$ cat src/rtl/count_capture_pkg.sv
// Shared types and constants for the count_capture timestamp stage.
package count_capture_pkg;

    localparam int CNT_W = 8;
    localparam logic [CNT_W-1:0] DROP_CNT_MAX = 8'hFF;

    typedef enum logic {
        CAP_DISARMED = 1'b0,
        CAP_ARMED    = 1'b1
    } cap_state_t;

endpackage

$ cat src/rtl/ts_fifo.sv
// Fall-through FIFO for captured timestamps: dout shows the head entry, zero while empty.
module ts_fifo #(
    parameter int W     = 16,
    parameter int DEPTH = 4
) (
    input  logic         clk,
    input  logic         rst_n,
    input  logic         push,
    input  logic         pop,
    input  logic [W-1:0] din,
    output logic [W-1:0] dout,
    output logic         full,
    output logic         empty
);

    localparam int AW = (DEPTH > 1) ? $clog2(DEPTH) : 1;

    logic [W-1:0]  mem [DEPTH];
    logic [AW-1:0] rd_ptr;
    logic [AW-1:0] wr_ptr;
    logic [AW:0]   used;
    logic          do_push;
    logic          do_pop;

    assign full    = (used == (AW+1)'(DEPTH));
    assign empty   = (used == '0);
    assign do_pop  = pop & ~empty;
    // A push into a full FIFO still succeeds when the head leaves in the same cycle.
    assign do_push = push & (~full | do_pop);
    assign dout    = empty ? '0 : mem[rd_ptr];

    always_ff @(posedge clk) begin
        if (!rst_n) begin
            rd_ptr <= '0;
            wr_ptr <= '0;
            used   <= '0;
        end else begin
            if (do_push) wr_ptr <= wr_ptr + AW'(1);
            if (do_pop)  rd_ptr <= rd_ptr + AW'(1);
            case ({do_push, do_pop})
                2'b10:   used <= used + (AW+1)'(1);
                2'b01:   used <= used - (AW+1)'(1);
                default: used <= used;
            endcase
        end
    end

    always_ff @(posedge clk) begin
        if (do_push) mem[wr_ptr] <= din;
    end

endmodule

$ cat src/rtl/count_capture.sv
// Timestamp capture: epoch-extended counter latched on event edges and queued for the reader.
// Optional drop counter is built when COUNT_CAPTURE_DROP_CNT_EN is defined.
module count_capture
    import count_capture_pkg::*;
#(
    parameter int EPOCH_W  = 8,
    parameter int DEPTH    = 4,
    parameter int ONE_SHOT = 0
) (
    input  logic                     clk,
    input  logic                     rst_n,
    input  logic [CNT_W-1:0]         count,
    input  logic                     overflow,
    input  logic                     event_in,
    input  logic                     arm,
    input  logic                     disarm,
    output logic                     armed,
    output logic [EPOCH_W+CNT_W-1:0] ts_data,
    output logic                     ts_valid,
    input  logic                     ts_ready,
    output logic                     lost,
    input  logic                     lost_clr,
    output logic [CNT_W-1:0]         drop_cnt
);

    localparam int TS_W = EPOCH_W + CNT_W;

    logic [EPOCH_W-1:0] epoch;
    logic               event_q;
    logic               event_edge;
    cap_state_t         state;
    cap_state_t         state_next;
    logic               push_req;
    logic               push_ok;
    logic               pop;
    logic               drop;
    logic               fifo_full;
    logic               fifo_empty;

    assign event_edge = event_in & ~event_q;
    assign armed      = (state == CAP_ARMED);
    assign ts_valid   = ~fifo_empty;
    assign pop        = ts_valid & ts_ready;
    assign push_req   = event_edge & armed;
    assign push_ok    = push_req & (~fifo_full | pop);
    assign drop       = push_req & fifo_full & ~pop;

    // event_q resets high so a level held through reset is not seen as an edge.
    always_ff @(posedge clk) begin
        if (!rst_n) begin
            epoch   <= '0;
            event_q <= 1'b1;
            state   <= CAP_DISARMED;
        end else begin
            event_q <= event_in;
            state   <= state_next;
            if (overflow) epoch <= epoch + EPOCH_W'(1);
        end
    end

    always_comb begin
        state_next = state;
        if (disarm) begin
            state_next = CAP_DISARMED;
        end else if (state == CAP_DISARMED) begin
            if (arm) state_next = CAP_ARMED;
        end else if ((ONE_SHOT != 0) && push_ok) begin
            state_next = CAP_DISARMED;
        end
    end

    always_ff @(posedge clk) begin
        if (!rst_n) begin
            lost <= 1'b0;
        end else if (drop) begin
            lost <= 1'b1;
        end else if (lost_clr) begin
            lost <= 1'b0;
        end
    end

`ifdef COUNT_CAPTURE_DROP_CNT_EN
    logic [CNT_W-1:0] drop_q;

    always_ff @(posedge clk) begin
        if (!rst_n) begin
            drop_q <= '0;
        end else if (lost_clr) begin
            drop_q <= drop ? CNT_W'(1) : '0;
        end else if (drop && (drop_q != DROP_CNT_MAX)) begin
            drop_q <= drop_q + CNT_W'(1);
        end
    end

    assign drop_cnt = drop_q;
`else
    assign drop_cnt = '0;
`endif

    ts_fifo #(
        .W     (TS_W),
        .DEPTH (DEPTH)
    ) u_fifo (
        .clk   (clk),
        .rst_n (rst_n),
        .push  (push_ok),
        .pop   (pop),
        .din   ({epoch, count}),
        .dout  (ts_data),
        .full  (fifo_full),
        .empty (fifo_empty)
    );

endmodule

$ cat config.mk
export PLATFORM = sky130hd
export DESIGN_NAME = count_capture
export DESIGN_NICKNAME = d
export VERILOG_FILES = /design/src/rtl/count_capture_pkg.sv /design/src/rtl/ts_fifo.sv /design/src/rtl/count_capture.sv
export SDC_FILE = /design/constraint.sdc
export NUM_CORES = 1
export LEC_CHECK = 0
export ABC_AREA = 1
export CORE_ASPECT_RATIO = 1.75
export CORE_MARGIN = 2
export CORE_UTILIZATION = 35
export CTS_BUF_LIST = sky130_fd_sc_hd__clkbuf_8
export DETAILED_ROUTE_END_ITERATION = 16
export GPL_TIMING_DRIVEN = 0
export PLACE_DENSITY = 0.65
export SLEW_MARGIN = 20
export SYNTH_ARGS = -nofsm -noshare
export SYNTH_HDL_FRONTEND = slang
export SYNTH_SLANG_ARGS = --single-unit
$ cat constraint.sdc
create_clock -name clk -period 2.53 [get_ports clk]
set_input_delay 0.759 -clock clk [delete_from_list [all_inputs] [get_ports clk]]
set_output_delay 0.759 -clock clk [all_outputs]
set_load 0.1 [all_outputs]
==> results.md, run 1 <==
* Status: completed
* Routed len/inst at 14.0 µm
* Antenna-violating nets left at 0
* Dpl hpwl at 5.03 mm
* Fin Setup TNS at 0 ns
* I/O Pins at 43
* Peak VDD IR at 0.367 mV
* Clock Power Share at 0.287
* RR Endpoint: u_fifo.used[2]
* Flop-to-flop setup slack at 0.53 ns
* Path depth of the worst reg2reg path at 11
* EDFF count, synth at 64
* Post-synth top area cell: edfxtp_1
* Synth cell count leaders: nor2_1 (85), edfxtp_1 (64), o21ai_0 (35), a21oi_1 (25), inv_1 (25)
* Largest net degree at the start of global routing at 15
* CP max FO at 10
* RD Place Congestion at 0.785
* CTS Sinks at 84
* # nets final at 412
* Sequential area share after synthesis at 0.656
* DP Worst Slack at -0.548 ns
* Top post-synthesis cells by area: edfxtp_1 (54%), dfxtp_1 (11%), nor2_1 (9.0%)
* Worst setup path endpoint: ts_data[8]
* H-tree level count at 3
* P_sw at 0.00151 W
* Sw Ratio at 0.365
* Most frequent cell after synthesis: nor2_1
* Worst rel slew slack at 0.366
* Worst flop-to-flop path startpoint: u_fifo.used[0]
* Clock root buffer: clkbuf_8
* Initial Utilization at 0.360
* Primary FF master, synth: edfxtp_1
* Proportion of layout cells with a drive suffix above 1 at 0.234
* Clk slew on worst S/H paths at 0.08 ns
* Fill count at 889
* Worst hold path depth at 2
* Final Cell Area at 4660 µm²
* Die area at 11,000 µm²
* Critical path required time at 1.77 ns
* Die X-Extent at 80.0 µm
* Final worst slack at 0.0814 ns
* Slew Viols, Final at 0
* Die Y at 137 µm
* DR pass1 iterations at 6
* Synth Instances at 332
* Hold WC Path Type: flip-flop to flip-flop
* Synth top area share at 0.543
* Final Setup Violations at 0
* Final period util at 0.968
* Area delta synth->final at 31.5%
* Yosys Warn Count at 0
* Gr ovfl total at 0
* Final Util at 0.473
* Row cnt at 48
* Pwr Density at 886 nW/µm²
* RSZ-0062 raised after global routing: false
* Drc violations at 0
* Vias in the first global route at 2,377
* Seq cells post-synth at 84
* Combinational Power Share at 0.345
* MaxCap Viol Count at 0
* Post-Syn Area per Cell at 10.7 µm²
* Register area at 2320 µm²
* Leak at 1.68 nW
* Reg power frac at 0.367
* Max Clock Freq at 408 MHz
* Async S/R FF share, synth at 0
* Multi-input gate area at 1140 µm²
* Clock Skew at 0.00671 ns
* Initial antenna violation count at 0
* Max clock buf depth at 2
* Final hold violations at 0
* Critical path class: flip-flop to output port
* Min cycle time layout at 2.45 ns
* Crit path launch type: flip-flop
* Final WL at 7.26 mm
* Total CTS buffers at 9
* Worst-skew pair later-pin latency at 0.36 ns
* Global Route Usage Sum at 0.143
* Vias at 2,411
* Data arrival time of the critical path at 1.69 ns
* N_diodes at 0
* Placed cell areas at 4270 µm²
* Mapped Area at 3540 µm²
* Synth cell types at 25
* Core area at 9850 µm²
* Worst Setup End Kind: output port
* Pint at 0.00262 W
* First-pass GRT wire length at 11.4 mm
* Slew of the pin with the lowest slew margin at 0.954 ns
* CTS tree: yes
* Vias per cell at 4.65
* Initial DRC count at 192
* Port bufs at 34
-- per-stage QoR --
step	instances	total power [W]	hold slack [ns]
6_report	519	0.00413	0.474
5_1_grt	519	0.00426	0.509
4_1_cts	518	0.00404	0.484
3_5_place_dp	502	0.00284	0.464
3_3_place_gp	498	0.00283	0.457
2_1_floorplan	339	0.00255	0.460
-- area by class of cell --
cell class,count,share of cell area
flip-flops and latches,84,0.499
multi-input cells,207,0.244
repair buffers,39,0.106
plain buffers,20,0.0390
well taps,125,0.0336
clock buffers,11,0.0325
inverters,28,0.0231
clock inverters,5,0.0228
-- cell usage in the layout (no fill, tap or decap) --
cell	netlist	final
nor2_1	85	81
edfxtp_1	64	64
inv_1	25	25
o21ai_0	35	24
nand2_1	23	23
dfxtp_1	20	19
clkdlybuf4s50_1	0	15
o21ai_1	3	14
buf_4	10	13
clkbuf_8	0	11
a21oi_4	0	10
buf_6	6	9
buf_8	0	9
a21oi_1	25	9
conb_1	1	8
buf_12	0	7
nor2_2	2	6
a21oi_2	0	6
nand3_1	7	6
ha_1	6	6
nand4_1	3	3
bufinv_16	0	3
nand2_4	0	2
inv_2	3	2
clkbuf_4	0	2
nand3_2	1	2
or2_2	2	2
dlygate4sd2_1	0	2
buf_2	1	1
inv_4	0	1
nand2_2	3	1
nor2_4	1	1
a21o_1	1	1
nor3_1	1	1
fa_1	1	1
dfxtp_2	0	1
inv_6	0	1
clkinvlp_4	0	1
clkdlybuf4s15_2	0	1
-- power by group through the flow --
| stage | Sequential (W) | Combinational [W] | Clock (W) |
|---|---|---|---|
| 2_1_floorplan | 0.00155 | 0.00100 | 0 |
| 3_3_place_gp | 0.00155 | 0.00128 | 0 |
| 3_5_place_dp | 0.00155 | 0.00129 | 0 |
| 4_1_cts | 0.00151 | 0.00132 | 0.00120 |
| 5_1_grt | 0.00152 | 0.00148 | 0.00126 |
| 6_report | 0.00152 | 0.00143 | 0.00119 |
-- sequential cells by signal, summed over array words and instances (netlist names), named ones only --
signal	count
armed	1
epoch	8
event_q	1
lost	1
u_fifo.mem	64
u_fifo.rd_ptr	2
u_fifo.used	3
u_fifo.wr_ptr	2
-- routing by layer --
layer / share of wire / up-vias / track usage / wire [µm]
met4: 0.030 / 0 / 0.0819 / 218
li1: - / 1207 / - / -
met5: 0 / - / 0 / 0
met2: 0.55 / 48 / 0.262 / 4020
met1: 0.38 / 1141 / 0.143 / 2780
met3: 0.034 / 15 / 0.0336 / 244
-- how the worst min path moves through the flow --
stage	start	endpoint	slack (ns)
2_1_floorplan	epoch[6]	u_fifo.mem[0][14]	0.46
3_3_place_gp	lost	lost	0.46
3_5_place_dp	lost	lost	0.46
4_1_cts	lost	lost	0.48
5_1_grt	lost	lost	0.51
6_report	lost	lost	0.47
-- critical path, cell delays in order, from the launching register on --
cell     delay [ns]
dfxtp_1        0.33
buf_6          0.13
inv_2          0.09
buf_6          0.16
nor2_1         0.09
o21ai_0        0.15
a21oi_4        0.19
buf_12         0.19
-- logic make-up (layout without fill, tap and decap cells) --
logic type / count (synthesis) / count (layout) / share of synthesized area
buffers and inverters: 48 / 103 / 0.0756
flip-flops: 84 / 84 / 0.656
adder cells (fa/ha/maj): 7 / 7 / 0.0269
other: 1 / 8 / 0.00106
AND/OR/NAND/NOR: 128 / 128 / 0.149
AO/OA/AOI/OAI: 64 / 64 / 0.0912
-- what timing repair did --
item,CTS,global route
pin swaps,0,5
setup endpoints to repair,20,17
resized for setup,115,41
hold buffers,0,0
buffers inserted,0,1
Power figures use the tool's default switching activity.
==> run 2: changes to the inputs <==
Settings changed: CORE_ASPECT_RATIO 1.75 to default.
==> run 2 against run 1 <==
Die area is 0.30% lower. Critical path depth decreased by 1. Clock power fell by 17%. First-iteration DRC count decreased by 61%. Cell count rose by 1.5%. Count of clock-buffer cells in the layout shrank 2. Worst setup slack gained 0.016 ns. Routed wire length shrank 4.2%. Sequential share of layout area grew 0.57 points. Flip-flop and latch count unchanged.
==> results.md, run 2 (synthesized netlist as in run 1, its figures left out) <==
* N_diodes at 0
* Hold worst-path end: lost
* Final Setup Violations at 0
* Clock Power Share at 0.253
* Vias at 2,407
* Placed Cells at 510
* RD Place Congestion at 0.743
* Routed len/inst at 13.2 µm
* Worst Setup End Kind: output port
* Initial DRC count at 74
* Proportion of layout cells with a drive suffix above 1 at 0.226
* Drc violations at 0
* Leak at 1.67 nW
* Critical path class: flip-flop to output port
* H-tree level count at 3
* Crit path launch type: flip-flop
* Clk slew on worst S/H paths at 0.08 ns
* Regs by FF count: u_fifo.mem x64, epoch x8, u_fifo.used x3
* RR Endpoint: u_fifo.used[2]
* Hold_sp: lost
* Vias in the first global route at 2,338
* Worst hold path depth at 2
* Critical path required time at 1.77 ns
* Peak VDD IR at 0.398 mV
* Worst rel slew slack at 0.362
* WP buf/inv at 4
* Final period util at 0.962
* Initial Utilization at 0.361
* Hold WC Path Type: flip-flop to flip-flop
* Max Clock Freq at 411 MHz
* Fill count at 937
* Flop-to-flop setup slack at 0.57 ns
* Largest register FFs at 64
* Crit-path max cell delay at 0.34 ns
* Global Route Usage Sum at 0.134
* Antenna-violating nets left at 0
* Vias per cell at 4.57
* Area delta synth->final at 29.9%
* Combinational Power Share at 0.360
* Total power at 0.00392 W
* Core area at 9820 µm²
* Reg with most FFs: u_fifo.mem
* Initial antenna violation count at 0
* Dpl hpwl at 4.82 mm
* First-pass GRT wire length at 11.5 mm
* Max clock buf depth at 2
* Final Cell Area at 4600 µm²
* Worst-skew pair later-pin latency at 0.34 ns
* Hold_buf cts at 0
* DR pass1 iterations at 4
* Clock Skew at 0.0113 ns
* Most common cell after layout, fill and taps aside: nor2_1
* Slew Viols, Final at 0
* Most frequent cells in the layout: nor2_1 (81), edfxtp_1 (64), inv_1 (27)
* Final hold violations at 0
* Status: completed
* P_sw at 0.00147 W
* Data arrival time of the critical path at 1.67 ns
* Slew of the pin with the lowest slew margin at 0.961 ns
* CTS Sinks at 84
* Worst flop-to-flop path startpoint: u_fifo.used[0]
* Pint at 0.00245 W
* Final WL at 6.96 mm
* Pwr Density at 852 nW/µm²
* Largest net degree at the start of global routing at 15
* Row cnt at 36
* CP cell instances: buf_6 > inv_2 > clkbuf_4 > o21ai_0 > a21oi_4 > buf_12
* # nets final at 412
* Sw Ratio at 0.375
* Die area at 10,900 µm²
* Gr ovfl total at 0
* CTS tree: yes
* Post-Layout Cell Count at 527
* Die X-Extent at 105 µm
* I/O Pins at 43
* WHS at 0.466 ns
* RSZ-0062 raised after global routing: true
* Die Y at 105 µm
* Reg power frac at 0.387
* Total CTS buffers at 9
* CP max FO at 10
* Min cycle time layout at 2.43 ns
* Clock root buffer: clkbuf_8
* Path depth of the worst reg2reg path at 11
* Port bufs at 34
* MaxCap Viol Count at 0
* Stages on worst setup path at 6
* Delay-heaviest family, CP: buffers and inverters
* Slowest CP cell: o21ai_0
* Placed cell areas at 4270 µm²
## run 2: changes by cell type in the layout (fill, tap and decap cells not counted), moves of 2 or more
cell / change
buf_8: -6
buf_12: +2
buf_6: +2
clkbuf_8: -2
clkinv_2: +2
inv_1: +2
## run 2: how the worst max path moves through the flow
stage                                  end  slack, ns       from
after global routing           ts_data[12]      -0.02  flip-flop
after CTS                      ts_data[12]      -0.01  flip-flop
after floorplan           u_fifo.mem[0][0]       0.02      armed
final                          ts_data[12]        0.1  flip-flop
after global placement    u_fifo.mem[3][6]      -0.77   event_in
after detailed placement        ts_data[7]      -0.54  flip-flop
## run 2: cell type report
cell class	instances	area [µm²]	share of cell area
inverters	28	105	0.0228
plain buffers	20	183	0.0397
clock inverters	7	86.3	0.0188
repair buffers	39	472	0.103
multi-input cells	207	1140	0.248
clock buffers	9	124	0.0269
well taps	133	166	0.0362
flip-flops and latches	84	2320	0.505
## run 2: worst reg2reg max path, cell delays in order, from the launching register on
cell     delay [ns]
dfxtp_1        0.33
nor2_2         0.21
nand3_2        0.14
nand2_4        0.11
ha_1           0.14
inv_1          0.06
fa_1           0.37
or2_2          0.31
nand3_1        0.07
nand2_1        0.05
inv_1          0.05
nor2_1         0.03
## run 2: layer usage
| layer | vias to the layer above | track usage | wire length (µm) |
|---|---|---|---|
| met5 | - | 0 | 0 |
| met4 | 0 | 0.0324 | 61 |
| met3 | 7 | 0.0356 | 330 |
| met2 | 43 | 0.236 | 3500 |
| met1 | 1144 | 0.164 | 3060 |
| li1 | 1213 | - | - |
## run 2: through the flow
stage | setup slack, ns | TNS, ns | utilization
finish | 0.0974 | 0 | 0.469
global route | -0.0231 | -0.0452 | 0.469
CTS | -0.0150 | -0.0150 | 0.456
detailed placement | -0.536 | -13.80 | 0.435
global placement | -0.773 | -55.01 | 0.429
floorplan | 0.0176 | 0 | -
## run 2: repair_timing
item                       4_1_cts  5_1_grt
cloned                           0        0
pin swaps                        0        1
setup endpoints to repair       19       18
setup buffers                    0        1
gates resized for setup        111       40
## run 2: power by group through the flow
| stage | registers (W) | clock network (W) | logic (W) |
|---|---|---|---|
| 2_1_floorplan | 0.00155 | 0 | 0.00100 |
| 3_3_place_gp | 0.00155 | 0 | 0.00128 |
| 3_5_place_dp | 0.00155 | 0 | 0.00130 |
| 4_1_cts | 0.00152 | 0.00102 | 0.00131 |
| 5_1_grt | 0.00152 | 0.00108 | 0.00149 |
| 6_report | 0.00152 | 0.000991 | 0.00141 |
==> run 3: changes to the inputs <==
Settings changed: DONT_BUFFER_PORTS from default to 1, PLACE_DENSITY 0.65 to 0.6.
==> run 3 against run 2 <==
The run now ends with negative setup slack left. Worst setup slack lost 0.18 ns. Sequential power is essentially flat. Global-route usage grew 0.55 points. Non-clock buffer count shrank 26. Critical path type unchanged. Largest power group unchanged. Highest routed layer unchanged.
==> results.md, run 3 (synthesized netlist as in run 1, its figures left out) <==
* First-pass GRT wire length at 11.7 mm
* Final Setup Violations at 16
* Final worst slack at -0.0787 ns
* Core area at 9820 µm²
* Largest net degree at the start of global routing at 16
* Die area at 10,900 µm²
* Worst Setup End Kind: output port
* Worst-skew pair later-pin latency at 0.35 ns
* Pwr Density at 875 nW/µm²
* Critical path required time at 1.77 ns
* Placed cell areas at 3960 µm²
* Antenna-violating nets left at 0
* Hold WC Path Type: input pin to flip-flop
* DR pass1 iterations at 4
* I/O Pins at 43
* Hold_buf cts at 0
* CP cell instances: buf_8 > clkbuf_16 > nor2_4 > nor2_2 > o21ai_2 > a21oi_4
* Failing checks: negative setup slack
* Vias at 2,350
* Largest register FFs at 64
* Crit path launch type: flip-flop
* Vias in the first global route at 2,301
* Crit-path max cell delay at 0.60 ns
* Post-Layout Cell Count at 501
* Die Y at 105 µm
* Die X-Extent at 105 µm
* Worst rel slew slack at 0.357
* Proportion of layout cells with a drive suffix above 1 at 0.323
* H-tree level count at 3
* Gr ovfl total at 0
* Global Route Usage Sum at 0.139
* Final hold violations at 0
* Clk slew on worst S/H paths at 0.08 ns
* Total CTS buffers at 9
* Slew Viols, Final at 0
* Regs by FF count: u_fifo.mem x64, epoch x8, u_fifo.used x3
* Min cycle time layout at 2.61 ns
* MaxCap Viol Count at 0
* # nets final at 386
* CTS Sinks at 84
* Initial antenna violation count at 0
* Peak VDD IR at 0.581 mV
* Reg with most FFs: u_fifo.mem
* RSZ-0062 raised after global routing: true
* Final WL at 7.57 mm
* Final period util at 1.03
* Initial Utilization at 0.361
* Placed Cells at 476
* RD Place Congestion at 0.734
* Dpl hpwl at 4.80 mm
* Critical path class: flip-flop to output port
* CTS tree: yes
* Status: finished, violations left
* Clock root buffer: clkbuf_8
* CP max FO at 5
* Delay-heaviest family, CP: compound AO/OA/AOI/OAI gates
* Vias per cell at 4.69
* WHS at 0.471 ns
* Initial DRC count at 92
* Fin Setup TNS at -0.758 ns
* Row cnt at 36
* Most common cell after layout, fill and taps aside: nor2_1
* Leak at 1.60 nW
* Slew of the pin with the lowest slew margin at 0.963 ns
* Final Cell Area at 4590 µm²
* Max Clock Freq at 383 MHz
* Drc violations at 0
* Area delta synth->final at 29.6%
* Routed len/inst at 15.1 µm
* Clock Skew at 0.00911 ns
* DP Worst Slack at -0.0943 ns
* Port bufs at 0
* Data arrival time of the critical path at 1.85 ns
* N_diodes at 0
* Slowest CP cell: a21oi_4
* WP buf/inv at 2
* Most frequent cells in the layout: nor2_1 (70), edfxtp_1 (64), inv_1 (24)
* Max clock buf depth at 2
[run 3: cell types whose count changed in the layout (fill, tap and decap cells not counted), sizes merged]
| cell | change |
|---|---|
| clkdlybuf4s50 | -15 |
| buf | -8 |
| dlygate4sd2 | -2 |
| clkbuf | -1 |
| clkinvlp | +1 |
| inv | -1 |
[run 3: where the power goes]
group | total [W] | internal [W] | switching [W]
combinational | 0.00144 | 0.000372 | 0.00107
clock | 0.00105 | 0.000562 | 0.000487
sequential | 0.00153 | 0.00150 | 0.0000272
total | 0.00402 | 0.00243 | 0.00158
[run 3: per-layer routing]
layer  global-route usage  up-vias  share of wire
li1                     -     1169              -
met1                0.159     1115           0.43
met2                0.243       52           0.51
met3               0.0487       14          0.049
met4               0.0486        0          0.016
met5                    0        -              0
[run 3: per-stage QoR]
stage | power (W) | util
2_1_floorplan | 0.00255 | -
3_3_place_gp | 0.00266 | 0.394
3_5_place_dp | 0.00269 | 0.403
4_1_cts | 0.00393 | 0.445
5_1_grt | 0.00415 | 0.467
6_report | 0.00402 | 0.467
[run 3: cell type report]
| cell class | instances | area [µm²] |
|---|---|---|
| buffer | 20 | 244 |
| clock buffer | 9 | 124 |
| clock inverter | 7 | 100 |
| fill | 869 | 5230 |
| inverter | 28 | 126 |
| multi-input combinational | 207 | 1300 |
| sequential | 84 | 2330 |
| tap | 133 | 166 |
| timing repair buffer | 13 | 196 |
[run 3: final timing paths]
kind,slack [ns],from,end,cells past startpoint
worst max-delay path,-0.08,flip-flop,ts_data[13],6
worst min-delay path,0.47,disarm,armed,1
worst max register to register,0.35,armed,u_fifo.mem[1][8],5
worst min register to register,0.53,u_fifo.rd_ptr[1],flip-flop,2
[run 3: repair_timing]
item                                    4_1_cts  5_1_grt
endpoints found under the setup margin       26       16
setup buffers                                 4        0
resized for setup                            61       44
gates cloned                                  1        4
pin swaps                                    17       19
